<file path="src/rtl/irq_ctrl_if.sv">
// Request/acknowledge and end-of-interrupt handshake between irq_ctrl and the core.
// master: the interrupt controller side; slave: the core side.
interface irq_ctrl_if #(
  parameter int NUM_IRQ = 16
) ();
  localparam int ID_W = $clog2(NUM_IRQ);

  logic            req_valid;
  logic [ID_W-1:0] req_id;
  logic            req_ready;
  logic            eoi_valid;
  logic [ID_W-1:0] eoi_id;

  modport master (
    output req_valid,
    output req_id,
    input  req_ready,
    input  eoi_valid,
    input  eoi_id
  );

  modport slave (
    input  req_valid,
    input  req_id,
    output req_ready,
    output eoi_valid,
    output eoi_id
  );
endinterface

</file>
<file path="src/rtl/irq_ctrl.sv">
// Edge-triggered, non-nesting interrupt controller with fixed lowest-index priority and EOI pulse.
// Define IRQ_CTRL_SYNC_EN to add a 2-flop synchronizer on every irq_in line.
//
// state   | meaning
// IDLE    | waiting for an unmasked pending line
// PRESENT | req_valid high, req_id frozen until the core accepts
// SERVICE | interrupt in service, waiting for matching eoi
// EOI     | eoi_out pulse on the in-service line for EOI_PULSE cycles
module irq_ctrl #(
  parameter int NUM_IRQ   = 16,
  parameter int EOI_PULSE = 4
) (
  input  logic               clk,
  input  logic               rst,
  input  logic [NUM_IRQ-1:0] irq_in,
  input  logic [NUM_IRQ-1:0] irq_mask,
  irq_ctrl_if.master         bus,
  output logic [NUM_IRQ-1:0] eoi_out,
  output logic               busy
);
  localparam int ID_W = $clog2(NUM_IRQ);

  typedef enum logic [1:0] {IDLE, PRESENT, SERVICE, EOI} state_t;

  state_t             state_q, state_d;
  logic [NUM_IRQ-1:0] line;
  logic [NUM_IRQ-1:0] prev_q, prev_d;
  logic [NUM_IRQ-1:0] pending_q, pending_d;
  logic [NUM_IRQ-1:0] eoi_out_q, eoi_out_d;
  logic [NUM_IRQ-1:0] edge_v, elig;
  logic [ID_W-1:0]    req_id_q, req_id_d;
  logic [ID_W-1:0]    svc_id_q, svc_id_d;
  logic [ID_W-1:0]    low_id;
  logic [3:0]         cnt_q, cnt_d;

`ifdef IRQ_CTRL_SYNC_EN
  logic [NUM_IRQ-1:0] sync1_q, sync1_d;
  logic [NUM_IRQ-1:0] sync2_q, sync2_d;

  always_comb begin
    sync1_d = irq_in;
    sync2_d = sync1_q;
  end

  always_ff @(posedge clk) begin
    if (rst) begin
      sync1_q <= '0;
      sync2_q <= '0;
    end else begin
      sync1_q <= sync1_d;
      sync2_q <= sync2_d;
    end
  end

  assign line = sync2_q;
`else
  assign line = irq_in;
`endif

  always_comb begin
    prev_d = line;
    edge_v = line & ~prev_q;
    elig   = pending_q & ~irq_mask;
    low_id = '0;
    for (int i = NUM_IRQ - 1; i >= 0; i--) begin
      if (elig[i]) low_id = ID_W'(i);
    end

    state_d   = state_q;
    pending_d = pending_q | edge_v;
    req_id_d  = req_id_q;
    svc_id_d  = svc_id_q;
    cnt_d     = cnt_q;

    case (state_q)
      IDLE: begin
        if (|elig) begin
          req_id_d = low_id;
          state_d  = PRESENT;
        end
      end
      PRESENT: begin
        if (bus.req_ready) begin
          // a fresh edge on the line being accepted keeps it pending
          pending_d[req_id_q] = edge_v[req_id_q];
          svc_id_d            = req_id_q;
          state_d             = SERVICE;
        end
      end
      SERVICE: begin
        if (bus.eoi_valid && (bus.eoi_id == svc_id_q)) begin
          cnt_d   = 4'(EOI_PULSE);
          state_d = EOI;
        end
      end
      EOI: begin
        if (cnt_q <= 4'd1) begin
          cnt_d   = '0;
          state_d = IDLE;
        end else begin
          cnt_d = cnt_q - 4'd1;
        end
      end
      default: state_d = IDLE;
    endcase

    eoi_out_d = '0;
    if (state_d == EOI) eoi_out_d[svc_id_d] = 1'b1;
  end

  always_ff @(posedge clk) begin
    if (rst) begin
      state_q   <= IDLE;
      prev_q    <= '0;
      pending_q <= '0;
      eoi_out_q <= '0;
      req_id_q  <= '0;
      svc_id_q  <= '0;
      cnt_q     <= '0;
    end else begin
      state_q   <= state_d;
      prev_q    <= prev_d;
      pending_q <= pending_d;
      eoi_out_q <= eoi_out_d;
      req_id_q  <= req_id_d;
      svc_id_q  <= svc_id_d;
      cnt_q     <= cnt_d;
    end
  end

  assign bus.req_valid = (state_q == PRESENT);
  assign bus.req_id    = req_id_q;
  assign busy          = (state_q != IDLE);
  assign eoi_out       = eoi_out_q;
endmodule

</file>
<file path="src/flat_wrapper.sv">
// flat-port wrapper written by rule: the top's interface ports become plain ports
module irq_ctrl_flat 
#(
  parameter int NUM_IRQ   = 16,
  parameter int EOI_PULSE = 4
)
  (clk, rst, irq_in, irq_mask, eoi_out, busy, bus_req_valid, bus_req_id, bus_req_ready, bus_eoi_valid, bus_eoi_id);
  irq_ctrl_if #(.NUM_IRQ(NUM_IRQ)) bus_i ();
  input  logic clk;
  input  logic rst;
  input  logic [NUM_IRQ-1:0] irq_in;
  input  logic [NUM_IRQ-1:0] irq_mask;
  output logic [NUM_IRQ-1:0] eoi_out;
  output logic busy;
  output wire logic [$bits(bus_i.req_valid)-1:0] bus_req_valid;
  output wire logic [$bits(bus_i.req_id)-1:0] bus_req_id;
  input wire logic [$bits(bus_i.req_ready)-1:0] bus_req_ready;
  input wire logic [$bits(bus_i.eoi_valid)-1:0] bus_eoi_valid;
  input wire logic [$bits(bus_i.eoi_id)-1:0] bus_eoi_id;
  assign bus_req_valid = bus_i.req_valid;
  assign bus_req_id = bus_i.req_id;
  assign bus_i.req_ready = bus_req_ready;
  assign bus_i.eoi_valid = bus_eoi_valid;
  assign bus_i.eoi_id = bus_eoi_id;
  irq_ctrl #(.NUM_IRQ(NUM_IRQ), .EOI_PULSE(EOI_PULSE)) u_core (.clk(clk), .rst(rst), .irq_in(irq_in), .irq_mask(irq_mask), .bus(bus_i), .eoi_out(eoi_out), .busy(busy));
endmodule
</file>
<file path="config.mk">
export PLATFORM = sky130hd
export DESIGN_NAME = irq_ctrl_flat
export DESIGN_NICKNAME = d
export VERILOG_FILES = /design/src/rtl/irq_ctrl_if.sv /design/src/rtl/irq_ctrl.sv /design/src/flat_wrapper.sv
export SDC_FILE = /design/constraint.sdc
export NUM_CORES = 1
export LEC_CHECK = 0
export CORE_UTILIZATION = 46
export DETAILED_ROUTE_END_ITERATION = 7
export GPL_TIMING_DRIVEN = 0
export PLACE_DENSITY_LB_ADDON = 0.3
export SYNTH_ARGS = -nofsm -noshare
export SYNTH_HDL_FRONTEND = slang
export SYNTH_SLANG_ARGS = --single-unit
</file>
<file path="constraint.sdc">
create_clock -name clk -period 1.55 [get_ports clk]
set_input_delay 0.3875 -clock clk [delete_from_list [all_inputs] [get_ports clk]]
set_output_delay 0.3875 -clock clk [all_outputs]
set_load 0.05 [all_outputs]
</file>
After elaboration in Yosys (flattened, before gate mapping)
Index checks and enable logic that the tools add are counted.

word-level totals
  bits in registers = 62
  input port bits = 40
  output and inout port bits = 22
  logic and storage cells = 70

operators by class
  $add $sub $neg = 1
  magnitude comparators = 5
  equal/unequal tests = 6
  muxes and demuxes = 35
  bitwise logic cells = 6
  reductions and logical operators = 10

operator list
  kind                                                                                  count
  4-bit 2-to-1 mux                                                                      20
  16-bit bitwise AND                                                                    2
  16-bit 2-to-1 mux                                                                     2
  16-bit inverter                                                                       2
  16-bit bitwise mux                                                                    1
  16-bit OR                                                                             1
  16-bit OR reduction                                                                   1
  4-bit by 5-bit less-than comparator with 1-bit output (second input constant)         2
  1-bit demux with 4-bit select                                                         2
  4-bit by 1-bit greater-or-equal comparator with 1-bit output (second input constant)  2
  2-bit 2-to-1 mux                                                                      4
  2-bit one-hot mux with 4 select lines                                                 1
  4-bit one-hot mux with 2 select lines                                                 1
  2-bit equality test (second input constant)                                           3
  1-bit binary-select mux with 4-bit select                                             1
  4-bit equality test                                                                   1
  4-bit by 1-bit less-or-equal comparator with 1-bit output (second input constant)     1
  2-bit AND reduction                                                                   2
  2-bit nonzero test                                                                    2
  4-bit by 1-bit subtractor with 4-bit output (second input constant)                   1
  1-bit logical AND                                                                     3
  1-bit 2-to-1 mux                                                                      3
  2-bit by 1-bit equality test with 1-bit output (second input constant)                1
  2-bit zero test                                                                       1
  3 further kinds                                                                       3

Logic depth before layout (Yosys ltp)
  word-level depth = 18
  gate-level depth with buffers = 7
  gate-level depth less buffers = 6

Worst setup path after synthesis
OpenSTA, ideal clock, no wires.

  path kind = register to register
  from = reg u_core.req_id_q[1], in the netlist u_core.bus.req_id[1]
  to = reg u_core.pending_q[0]
  setup time = 143 ps
  data arrival time = 1596 ps
  required time = 1407 ps
  path slack = -189 ps
  cell stages (with the launch flop) = 7
  buffers on the path = 1
  period minus slack after synthesis = 1739 ps
  cell sequence = dfxtp_1 > buf_4 > nor3b_1 > a311oi_1 > a21oi_1 > nor4_2 > a211oi_1

between the ends
  cells in the longest elaborated chain, start to end = 7
  elaborated cells on any way between the ends = 10
  those cells by class = 2 x order compare; 7 x mux; 1 x reduce/logical

RTL lines
  element                                                                                                                                                             RTL line         RTL
  start: declaration                                                                                                                                                  irq_ctrl.sv:31   logic [ID_W-1:0] req_id_q, req_id_d;
  start signal: assignment                                                                                                                                            irq_ctrl.sv:125  req_id_q <= req_id_d;
  4-bit by 5-bit less-than comparator with 1-bit output (not written as such) / 4-bit by 1-bit greater-or-equal comparator with 1-bit output (equally long branches)  irq_ctrl.sv:85   pending_d[req_id_q] = edge_v[req_id_q];
  1-bit logical AND (not written as such)                                                                                                                             irq_ctrl.sv:85
  1-bit 2-to-1 mux (not written as such)                                                                                                                              irq_ctrl.sv:85
  1-bit demux with 4-bit select                                                                                                                                       n/a
  16-bit bitwise mux (*)                                                                                                                                              irq_ctrl.sv:85
  16-bit 2-to-1 mux (*)                                                                                                                                               irq_ctrl.sv:83   if (bus.req_ready) begin
  16-bit 2-to-1 mux (*)                                                                                                                                               irq_ctrl.sv:75   case (state_q)
  end signal: assignment                                                                                                                                              irq_ctrl.sv:123  pending_q <= pending_d;
  end: declaration                                                                                                                                                    irq_ctrl.sv:28   logic [NUM_IRQ-1:0] pending_q, pending_d;

Every way passes the cells marked *; elsewhere a longest branch is shown, timed or not. The select of a mux whose other input is x is not followed.
A chain may end at the register's enable or synchronous reset.

Worst setup path after layout
  from = reg u_core.state_q[0]
  to = reg u_core.eoi_out_q[2], in the netlist u_core.eoi_out[2]

between the ends
  cells in the longest elaborated chain, start to end = 6
  elaborated cells on any way between the ends = 18
  those cells by class = 2 x order compare; 4 x eq/ne; 8 x mux; 1 x bitwise; 3 x reduce/logical

RTL lines
  element                                                                                                                                                             RTL line         RTL
  start: declaration                                                                                                                                                  irq_ctrl.sv:25   state_t state_q, state_d;
  start signal: assignment                                                                                                                                            irq_ctrl.sv:121  state_q <= state_d;
  2-bit by 1-bit equality test with 1-bit output                                                                                                                      irq_ctrl.sv:75
  4-bit 2-to-1 mux                                                                                                                                                    irq_ctrl.sv:75
  4-bit by 5-bit less-than comparator with 1-bit output (not written as such) / 4-bit by 1-bit greater-or-equal comparator with 1-bit output (equally long branches)  irq_ctrl.sv:108  if (state_d == EOI) eoi_out_d[svc_id_d] = 1'b1;
  1-bit logical AND (not written as such)                                                                                                                             irq_ctrl.sv:108
  1-bit 2-to-1 mux (not written as such)                                                                                                                              irq_ctrl.sv:108
  1-bit demux with 4-bit select                                                                                                                                       n/a
  end signal: assignment                                                                                                                                              irq_ctrl.sv:124  eoi_out_q <= eoi_out_d;
  end: declaration                                                                                                                                                    irq_ctrl.sv:29   logic [NUM_IRQ-1:0] eoi_out_q, eoi_out_d;

Several ways; a longest one is shown, not always the timed one.

==> metrics.md <==
| Metric | Value |
|---|---|
| Status | finished with violations |
| Failing checks | setup timing |
| Main synth FF type | dfxtp_1 |
| WP data required | between 1.5 and 2 ns |
| Crit Path Max Fanout | 10 |
| Layout cells sized above 1 | between 40 and 50% |
| WHS Path Cells | 2 |
| Mean Syn Cell Area | 8.99 um2 |
| YS warnings | 0 |
| Antenna viol nets, final | 0 |
| RSZ-0062 raised after global routing | yes |
| Area growth syn-to-layout | 55.2% |
| Endpoint, Worst Hold | u_core.prev_q[14]$_SDFF_PP0_ |
| Clk Latency, worst-skew pair | between 0.3 and 0.4 ns |
| Sequential share of power | a little over two fifths |
| Final setup fails | 6 |
| CTS clk-pin slew, worst paths | 0.07 ns |
| Min Tclk post-route | about 1.6 ns |
| CP Cell Sequence | buf_6 -> and3b_4 -> buf_2 -> nor3_1 -> nor2_2 -> buf_4 -> nor3_2 |
| Reg2Reg Depth | 7 |
| First-pass GRT wire length | approximately 13000 um |
| Startpoint Class | register |
| CP peak stage delay | between 0.3 and 0.4 ns |
| Max VDD drop | 597 uV |
| Initial antenna violation count | 0 |
| Io pins | 62 |
| Non-Filler Instances | just over 500 |
| Comb pwr share | around 28% |
| Int Pwr | around 0.0028 W |
| GRT Residual Overflow | 0 |
| PwrDens | a little over 900 mW/mm2 |
| DRC Markers | 0 |
| Post-synth EDFFs | 0 |
| FF-to-FF End | u_core.eoi_out[2]$_SDFF_PP0_ |
| GP Congestion | ~0.9 |
| Total inserted antenna cells | 0 |
| Relative slew slack | 56.3% |
| DP Wirelength | roughly 5400 um |
| Yosys reg bits | 62 |
| Initial Utilization | 48.5% |
| Worst Path Arrival | approximately 1.9 ns |
| CORE AREA | roughly 0.006 mm2 |
| Cell count after placement | ~460 |
| Worst Clk Skew | 0.00770 ns |
| Die ar. | 0.00663 mm2 |
| Vias after detailed routing | ~2.9k |
| Distinct cells, synth | between 50 and 60 |
| Drt total wl | 8830 um |
| Initial DRC count | approximately 150 |
| Worst setup path class | reg -> reg |
| PnR worst setup slack | -0.0354 ns |
| # rows | 28 |
| Final nets | 469 |
| Largest net degree at the start of global routing | 11 |
| Total track usage | roughly 26% |
| Tightest Pin Transition | ~0.65 ns |
| Max clock buf depth | 2 |
| DR WL/cell | 17.4 um |
| Fin crit share | 102% |
| Internal reg-to-reg setup slack | -0.04 ns |
| Syn_nets | between 300 and 400 |
| CTS Sinks | 62 |
| Pre-Repair DR Iteration Count | 4 |
| Max-Cap Viols | 0 |
| Min-Delay Path Class | in -> reg |
| Crit end category | register |
| Hold Path Origin | irq_in[14] |
| CTS root buf | clkbuf_8 |
| Fillers | between 300 and 400 |
| Share of flip-flops with an asynchronous set or reset | 0% |
| Max frequency | between 0.6 and 0.7 GHz |
| CTS Buf Count | 9 |
| Post-synthesis cell count | approximately 320 |
| Vias in the first global route | 2632 |
| Port Buffer Count | roughly 60 |
| Seq/Total Area, Yosys | a little over two fifths |
| Vias per cell | between 5 and 6 |
| Die width | ~81 um |
| Sw frac | between 30% and 40% |
| Max-slew violations | 0 |
| Clock Power Share | around 30% |
| Htree depth | 3 |
| NetSw | approximately 0.0014 W |
| Final count of hold timing violations | 0 |
| Mapped Area | between 0.002 and 0.003 mm2 |
| Die extent in y | 81.5 um |
| Slowest cell on the critical path | dfxtp_2 |
| Reg-to-Reg Start | u_core.state_q[0]$_SDFF_PP0_ |
| Leakage | between 1.5 and 2 nW |
| Hold Worst Slack | between 0.3 and 0.4 ns |
| CTS tree | yes |
[how the worst max path moves through the flow]
stage,from,endpoint,slack [ns],cells after the start
5_1_grt,u_core.svc_id_q[0]$_SDFF_PP0_,u_core.eoi_out[7]$_SDFF_PP0_,-0.09,6
3_5_place_dp,irq_mask[5],u_core.bus.req_id[2]$_SDFFE_PP0P_,-0.63,6
2_1_floorplan,u_core.state_q[0]$_SDFF_PP0_,bus_req_valid,0.004,2
4_1_cts,u_core.state_q[1]$_SDFF_PP0_,busy,-0.04,4
3_3_place_gp,irq_mask[5],u_core.bus.req_id[2]$_SDFFE_PP0P_,-0.64,6
6_report,u_core.state_q[0]$_SDFF_PP0_,u_core.eoi_out[2]$_SDFF_PP0_,-0.04,7
[metal layers]
layer  vias to the layer above  routed length (um)  GRT usage [%]
met5                         -                   0              0
met4                         0                 344           15.4
met3                        29                 553           4.67
met2                       118                4460           43.8
met1                      1356                3470           30.7
li1                       1379                   -              -
[area by class of cell]
class	count	area [um2]	share of cell area, %
Buffer	17	129	2.86
Clock buffer	12	145	3.22
Clock inverter	4	22.5	0.500
Inverter	18	70.1	1.55
Multi-Input combinational cell	225	1940	43.0
Sequential cell	62	1260	27.9
Tap cell	75	93.8	2.08
Timing Repair Buffer	94	851	18.9
[sequential cells by signal, summed over array words and instances (netlist names)]
name	flops
u_core.eoi_out	16
u_core.pending_q	16
u_core.prev_q	16
u_core.bus.req_id	4
u_core.cnt_q	4
u_core.svc_id_q	4
u_core.state_q	2
[synthesized netlist by cell type (all sizes together), types with 3 or more instances]
cell,instances,share of area [%]
a211oi,14,3.6
a21oi,22,3.8
a221oi,13,3.9
a311oi,9,2.7
and2,5,1.1
buf,11,2.5
clkbuf,7,0.90
dfxtp,62,43
inv,18,2.3
nand2,16,2.1
nand2b,14,3.0
nand3,6,1.6
nand4,3,0.86
nor2,16,2.4
nor2b,29,6.2
nor3,23,4.4
nor3b,12,3.3
o21ai,12,2.5
xnor2,4,1.2
[what timing repair did]
| action | 4_1_cts | 5_1_grt |
|---|---|---|
| buffers inserted | 17 | 15 |
| setup endpoints to repair | 66 | 52 |
| gates resized for setup | 113 | 104 |
| pin swaps | 17 | 32 |
| cloned | 0 | 1 |
| hold buffers | 0 | 0 |
[kinds of logic after synthesis]
| kind of cell | count (synthesis) | synth area share (%) |
|---|---|---|
| DFF | 62 | 42.7 |
| buffers and inverters | 36 | 5.69 |
| xor gates and xnor gates | 4 | 1.21 |
| AOI/OAI and AO/OA | 85 | 21.2 |
| adders and majority gates | 2 | 0.862 |
| and+or+nand+nor | 134 | 28.3 |
[power groups by stage]
stage               logic (W)  clock network [W]  registers [W]
global route          0.00122            0.00133        0.00178
floorplan            0.000511                  0        0.00181
global placement     0.000849                  0        0.00177
finish                0.00114            0.00125        0.00177
CTS                  0.000965            0.00125        0.00176
detailed placement   0.000857                  0        0.00177
[metrics by stage]
step           cell area [um2]  util (%)  power, W  setup slack, ns  TNS, ns
2_1_floorplan             2910         -   0.00232          0.00386        0
3_3_place_gp              3610      60.3   0.00262           -0.640   -23.59
3_5_place_dp              3610      60.3   0.00263           -0.633   -24.06
4_1_cts                   4090      68.3   0.00397          -0.0438  -0.0591
5_1_grt                   4510      75.3   0.00433          -0.0889   -0.889
6_report                  4510      75.3   0.00416          -0.0354   -0.128
[worst max-delay path: cells and delay by family (launching register included)]
family / cells / cell delay, ns
DFF: 1 / 0.32
buffers and inverters: 3 / 0.51
and+or+nand+nor: 4 / 0.69
[placed cells by master (no fill, tap or decap), drive strengths merged, types with 2 or more instances in the layout]
cell,count
buf,47
nor2b,29
a31oi,2
nor2,16
nand4,3
inv,18
a221oi,13
nor3b,12
nand2b,14
o211ai,2
clkbuf,29
nand2,16
dlygate4sd2,13
ha,2
dlymetal6s2s,11
dfxtp,62
a41oi,2
and3,2
nor3,23
clkdlybuf4s50,15
o21ai,12
and2,5
o2111ai,2
nor4,2
or4,2
xnor2,4
a21oi,22
a311oi,9
clkdlybuf4s15,8
nand3,6
o211a,2
clkinv,3
a211oi,14
Power figures use the tool's default switching activity.
